## src/rtl/fetch_unit_if.sv

```systemverilog
// Fetch-stage bus: control-unit selects, ALU result, memory port and the
// decoded instruction fields handed to the control unit.
interface fetch_unit_if;
    logic [1:0]  pc_sel;
    logic        mem_sel;
    logic [1:0]  inst_sel;
    logic [31:0] alu_out;
    logic [31:0] mem_rdata;
    logic [31:0] mem_addr;
    logic [31:0] pc;
    logic [31:0] pc_dec;
    logic [31:0] pc_dec_p4;
    logic [31:0] inst;
    logic [4:0]  opcode;
    logic [2:0]  func3;
    logic [6:0]  func7;
    logic [4:0]  rd;
    logic [4:0]  rs1;
    logic [4:0]  rs2;
    logic        illegal;
    logic        misalign;
    logic [31:0] instret;

    // Fetch unit side.
    modport slave (
        input  pc_sel, mem_sel, inst_sel, alu_out, mem_rdata,
        output mem_addr, pc, pc_dec, pc_dec_p4, inst, opcode, func3, func7,
               rd, rs1, rs2, illegal, misalign, instret
    );

    // Control unit / memory side.
    modport master (
        output pc_sel, mem_sel, inst_sel, alu_out, mem_rdata,
        input  mem_addr, pc, pc_dec, pc_dec_p4, inst, opcode, func3, func7,
               rd, rs1, rs2, illegal, misalign, instret
    );
endinterface

```

## src/rtl/fetch_unit.sv

```systemverilog
// Instruction-fetch stage: program counter, shared memory address mux,
// decode-instruction select and field split, retired-fetch counter.
module fetch_unit #(
    parameter logic [31:0] RESET_PC = 32'h0000_0000,
    parameter logic [31:0] NOP_INST = 32'h0000_0013
) (
    input logic         clk,
    input logic         rst,
    fetch_unit_if.slave bus
);
    localparam logic [1:0] PcP4  = 2'd0;
    localparam logic [1:0] PcAlu = 2'd1;
    localparam logic [1:0] PcOld = 2'd2;
    localparam logic [1:0] PcM4  = 2'd3;

    localparam logic [1:0] InstMem = 2'd0;
    localparam logic [1:0] InstOld = 2'd2;

    logic [31:0] pc_fetch_q, pc_fetch_d;
    logic [31:0] pc_dec_q;
    logic [31:0] inst_q;
    logic [31:0] instret_q;
    logic        fetch_q;
    logic [31:0] inst;

    // Next fetch PC; jump targets always have bit 0 cleared.
    always_comb begin
        pc_fetch_d = pc_fetch_q;
        unique case (bus.pc_sel)
            PcP4:    pc_fetch_d = pc_fetch_q + 32'd4;
            PcAlu:   pc_fetch_d = {bus.alu_out[31:1], 1'b0};
            PcOld:   pc_fetch_d = pc_fetch_q;
            PcM4:    pc_fetch_d = pc_fetch_q - 32'd4;
            default: pc_fetch_d = pc_fetch_q;
        endcase
    end

    // Instruction entering decode; reset and the reserved select inject a NOP.
    always_comb begin
        inst = NOP_INST;
        if (!rst) begin
            case (bus.inst_sel)
                InstMem: inst = bus.mem_rdata;
                InstOld: inst = inst_q;
                default: inst = NOP_INST;
            endcase
        end
    end

    // Fetch state; fetch_q marks that last cycle's memory read was an
    // instruction fetch, so only those are counted as accepted.
    always_ff @(posedge clk) begin
        if (rst) begin
            pc_fetch_q <= RESET_PC;
            pc_dec_q   <= RESET_PC;
            inst_q     <= NOP_INST;
            fetch_q    <= 1'b0;
            instret_q  <= 32'd0;
        end else begin
            pc_fetch_q <= pc_fetch_d;
            inst_q     <= inst;
            fetch_q    <= ~bus.mem_sel;
            // Synchronous memory: the PC fetched now pairs with next cycle's data.
            if (bus.inst_sel != InstOld) begin
                pc_dec_q <= pc_fetch_q;
            end
            if (bus.inst_sel == InstMem && fetch_q) begin
                instret_q <= instret_q + 32'd1;
            end
        end
    end

    assign bus.mem_addr  = bus.mem_sel ? bus.alu_out : pc_fetch_q;
    assign bus.pc        = pc_fetch_q;
    assign bus.pc_dec    = pc_dec_q;
    assign bus.pc_dec_p4 = pc_dec_q + 32'd4;
    assign bus.inst      = inst;
    assign bus.opcode    = inst[6:2];
    assign bus.func3     = inst[14:12];
    assign bus.func7     = inst[31:25];
    assign bus.rd        = inst[11:7];
    assign bus.rs1       = inst[19:15];
    assign bus.rs2       = inst[24:20];
    assign bus.illegal   = (inst[1:0] != 2'b11);
    assign bus.misalign  = (bus.pc_sel == PcAlu) && bus.alu_out[1];
    assign bus.instret   = instret_q;
endmodule

```

## src/flat_wrapper.sv

```systemverilog
// flat-port wrapper written by rule: the top's interface ports become plain ports
module fetch_unit_flat 
#(
    parameter logic [31:0] RESET_PC = 32'h0000_0000,
    parameter logic [31:0] NOP_INST = 32'h0000_0013
)
  (clk, rst, bus_pc_sel, bus_mem_sel, bus_inst_sel, bus_alu_out, bus_mem_rdata, bus_mem_addr, bus_pc, bus_pc_dec, bus_pc_dec_p4, bus_inst, bus_opcode, bus_func3, bus_func7, bus_rd, bus_rs1, bus_rs2, bus_illegal, bus_misalign, bus_instret);
  fetch_unit_if bus_i ();
  input logic clk;
  input logic rst;
  input wire logic [$bits(bus_i.pc_sel)-1:0] bus_pc_sel;
  input wire logic [$bits(bus_i.mem_sel)-1:0] bus_mem_sel;
  input wire logic [$bits(bus_i.inst_sel)-1:0] bus_inst_sel;
  input wire logic [$bits(bus_i.alu_out)-1:0] bus_alu_out;
  input wire logic [$bits(bus_i.mem_rdata)-1:0] bus_mem_rdata;
  output wire logic [$bits(bus_i.mem_addr)-1:0] bus_mem_addr;
  output wire logic [$bits(bus_i.pc)-1:0] bus_pc;
  output wire logic [$bits(bus_i.pc_dec)-1:0] bus_pc_dec;
  output wire logic [$bits(bus_i.pc_dec_p4)-1:0] bus_pc_dec_p4;
  output wire logic [$bits(bus_i.inst)-1:0] bus_inst;
  output wire logic [$bits(bus_i.opcode)-1:0] bus_opcode;
  output wire logic [$bits(bus_i.func3)-1:0] bus_func3;
  output wire logic [$bits(bus_i.func7)-1:0] bus_func7;
  output wire logic [$bits(bus_i.rd)-1:0] bus_rd;
  output wire logic [$bits(bus_i.rs1)-1:0] bus_rs1;
  output wire logic [$bits(bus_i.rs2)-1:0] bus_rs2;
  output wire logic [$bits(bus_i.illegal)-1:0] bus_illegal;
  output wire logic [$bits(bus_i.misalign)-1:0] bus_misalign;
  output wire logic [$bits(bus_i.instret)-1:0] bus_instret;
  assign bus_i.pc_sel = bus_pc_sel;
  assign bus_i.mem_sel = bus_mem_sel;
  assign bus_i.inst_sel = bus_inst_sel;
  assign bus_i.alu_out = bus_alu_out;
  assign bus_i.mem_rdata = bus_mem_rdata;
  assign bus_mem_addr = bus_i.mem_addr;
  assign bus_pc = bus_i.pc;
  assign bus_pc_dec = bus_i.pc_dec;
  assign bus_pc_dec_p4 = bus_i.pc_dec_p4;
  assign bus_inst = bus_i.inst;
  assign bus_opcode = bus_i.opcode;
  assign bus_func3 = bus_i.func3;
  assign bus_func7 = bus_i.func7;
  assign bus_rd = bus_i.rd;
  assign bus_rs1 = bus_i.rs1;
  assign bus_rs2 = bus_i.rs2;
  assign bus_illegal = bus_i.illegal;
  assign bus_misalign = bus_i.misalign;
  assign bus_instret = bus_i.instret;
  fetch_unit #(.RESET_PC(RESET_PC), .NOP_INST(NOP_INST)) u_core (.clk(clk), .rst(rst), .bus(bus_i));
endmodule
```

## config.mk

```make
export PLATFORM = sky130hd
export DESIGN_NAME = fetch_unit_flat
export DESIGN_NICKNAME = d
export VERILOG_FILES = /design/src/rtl/fetch_unit_if.sv /design/src/rtl/fetch_unit.sv /design/src/flat_wrapper.sv
export SDC_FILE = /design/constraint.sdc
export NUM_CORES = 1
export LEC_CHECK = 0
export ABC_AREA = 1
export CAP_MARGIN = 10
export CORE_UTILIZATION = 50
export DETAILED_ROUTE_END_ITERATION = 8
export PLACE_DENSITY = 0.87
export SETUP_SLACK_MARGIN = 0.02
export SYNTH_ARGS = -nofsm -noshare
export SYNTH_HDL_FRONTEND = slang
export SYNTH_SLANG_ARGS = --single-unit
```

## constraint.sdc

```tcl
create_clock -name clk -period 4.8 [get_ports clk]
set_clock_uncertainty 0.15 [all_clocks]
set_input_delay 1.2 -clock clk [delete_from_list [all_inputs] [get_ports clk]]
set_output_delay 1.2 -clock clk [all_outputs]
set_load 0.01 [all_outputs]
```

==> summary.md <==
| Metric | Value |
|---|---|
| Synth async-reset ratio | 0% |
| Netlist area before placement | 0.00872 mm2 |
| Post-synth EDFFs | 0 |
| Share of post-route cells with drive strength above 1 | 8.10% |
| Average cell area after synthesis | 6.19 um2 |
| Initial antenna violation count | 0 |
| CTS tree | yes |
| Commonest cells after routing, fill and taps aside | 402 x nand2_1, 289 x clkdlybuf4s50_1, 152 x inv_1 |
| Cell Rows | 47 |
| Final TNS setup | 0 ns |
| Total count of hold-check failures in the final report | 0 |
| Core Box Area | 0.0168 mm2 |
| Largest net degree at the start of global routing | 65 |
| Total global-route track usage | 34.1% |
| Routed wire length | 30.9 mm |
| Routed length on met2 | 14.1 mm |
| Max Transition Viols Final | 0 |
| Master of the slowest instance on the critical path | clkdlybuf4s50_1 |
| Ys flop type | dfxtp_1 |
| Reported leakage power | 5.04 nW |
| Antenna diode instance count | 0 |
| Post-synthesis register bit count | 127 |
| Area of the die | 0.0180 mm2 |
| Most frequent CP cell | clkdlybuf4s50_1 |
| Highest fanout seen on the critical path | 19 |
| Crit start category | primary input |
| Global-route wire length before repair | 48.7 mm |
| Cells taking the most area after synthesis | dfxtp_1 29%, nand2_1 17%, a21oi_1 8.0% |
| CTS Buffer Depth | 2 |
| Total DRC errors in the routed layout | 0 |
| Clock sinks | 127 |
| Placed instance area | 0.0115 mm2 |
| Violation count after the first detailed-route iteration | 1,013 |
| Critical Path Max Stage Delay | 0.61 ns |
| Commonest non-fill, non-tap cell in the layout | nand2_1 |
| Area share of the leading cell type in the synthesized netlist | 29.2% |
| Post-synthesis sequential area ratio | 29.2% |
| Worst max-slew margin expressed relative to the limit | 31.3% |
| Die W | 134 um |
| Number of buffer and inverter instances along the worst setup path | 3 |
| Cell type with the highest aggregate area in the netlist | dfxtp_1 |
| CP cell instances | clkdlybuf4s50_1, nor2_4, buf_4, nand2_1, a21oi_1, clkdlybuf4s50_1 |
| Endpoints failing setup | 0 |
| Netlist cell types | 41 |
| Initial Util | 51.9% |
| Num ports | 295 |
| Die Height | 134 um |
| Setup repair bufs after CTS | 0 |
| Max frequency | 214 MHz |
| CP arrival | 3.32 ns |
| Worst vdd ir | 262 uV |
| Mapped Cells | 1,408 |
| Dpl hpwl | 23.5 mm |
| Finished layout cell area | 0.0121 mm2 |
| Slack of the critical path | 0.134 ns |
| Clock insertion delay at the later pin of the skew report | 0.42 ns |
| Power after layout | 3.29 mW |
| RSZ-0062 raised after global routing | no |
| Uppermost layer routed | met4 |
| Clock edge transition at the registers on the reported setup and hold paths | 0.06 ns |
| Layout area overhead | 38.2% |
| Status | complete, no violations |
| Endpoint type of the worst setup path | primary output |
| Number of CTS-inserted buffers | 17 |
| Cts hold-fix bufs | 0 |
| Pre-CTS worst setup slack | 0.209 ns |
| WS Path Type | primary input to primary output |
| Count of synthesis-stage warnings from yosys | 0 |
| Ratio of total power to cell area | 273 mW/mm2 |
| Period minus WS final | 4.67 ns |
| Top delay family on crit path | buffers and inverters |
| Residual antenna-violating net count after detailed routing | 0 |
| Routed WL per cell | 16.5 um |
| Number of global-route vias before repair | 9,342 |
| Vias per cell | 5.41 |
| Root Buffer | clkbuf_16 |
| Remaining global-route overflow | 0 |
| Total length of routed met3 wires | 2.59 mm |
| Detailed-routing wirelength on met1 | 13.4 mm |
| Routability cong. | 0.940 |
| Fillers | 1,425 |
| Post-route fraction of the period consumed by the critical path | 97.2% |
| Worst Max-Slew Pin Slew | 1.03 ns |
| H-Tree Depth | 4 |
| Pre-antenna DRT Iters | 5 |
| Vias after detailed routing | 10.1k |
| Nets | 1,716 |
| I/O Buffers | 291 |
| Worst hold path class | flip-flop to flip-flop |
| Worst EP required | 3.45 ns |
| Maximum Capacitance Violations | 0 |
| Number of cells upsized or downsized after cts | 0 |
## per-stage QoR
stage               cells  hold slack (ns)  utilization (%)
floorplan            1410            0.292                -
global placement     1843            0.307             68.4
detailed placement   1843            0.310             68.4
CTS                  1874            0.322             71.6
global route         1874            0.343             71.6
finish               1874            0.324             71.6
## registers in the layout, summed over array words and instances (netlist names)
signal / count
u_core.bus.instret: 32
u_core.bus.pc: 31
u_core.bus.pc_dec: 31
u_core.fetch_q: 1
u_core.inst_q: 32
## tightest hold or removal path: stages (launching register included)
cell	delay (ns)
dfxtp_1	0.30
nand2_1	0.07
a21oi_1	0.06
## synth_stat cells (4+ instances only)
cell type,count
nand2_1,402
nor3_2,5
inv_1,152
nand2_2,27
nand4_1,13
nand3_2,10
inv_2,9
buf_4,36
dfxtp_1,127
nor4_1,4
nand2_4,4
clkbuf_1,44
xor2_1,26
nor2_1,93
a21oi_2,6
nor3_1,29
buf_1,4
nor2_2,14
o21ai_0,112
o21bai_1,17
xnor2_1,18
buf_6,5
nand3_1,80
a21oi_1,140
## cell families after synthesis
logic type	Yosys count	share of synthesized area, %
flip-flops	127	29.2
AND/OR/NAND/NOR	689	34.9
adder cells (fa/ha/maj)	3	0.430
AO/OA/AOI/OAI	289	17.7
other	1	0.0430
XOR/XNOR	44	4.42
buffers and inverters	255	13.3
## layer usage
metal  track usage, %  vias up
li1                 -     4952
met1             45.1     4591
met2             55.9      526
met3             6.08       72
met4             11.3        0
met5                0        -
## final timing paths
check | slack, ns | start | endpoint | cells after the start
worst min register to register | 0.32 | u_core.inst_q[12]$_SDFF_PP0_ | u_core.inst_q[12]$_SDFF_PP0_ | 2
worst max register to register | 2.48 | u_core.bus.pc[3]$_SDFFE_PP0P_ | u_core.bus.pc[18]$_SDFFE_PP0P_ | 16
worst min-delay path | 0.32 | u_core.inst_q[12]$_SDFF_PP0_ | u_core.inst_q[12]$_SDFF_PP0_ | 2
worst max-delay path | 0.13 | bus_inst_sel[0] | bus_rs2[4] | 6
## cell type report
class                      instances  area (um2)  area share, %
multi-input combinational       1028        5030           41.8
timing repair buffer             307        3050           25.3
sequential                       127        2540           21.1
inverter                         161         604           5.02
clock buffer                      17         425           3.53
tap                              220         275           2.28
clock inverter                    14         120          0.997
## report_power, final
part	leakage [nW]	switching, mW	internal [mW]	total, mW
clock	0.261	0.512	0.707	1.22
combinational	3.74	0.488	0.391	0.880
sequential	1.04	0.0798	1.11	1.19
total	5.04	1.08	2.21	3.29
Power figures use the tool's default switching activity.
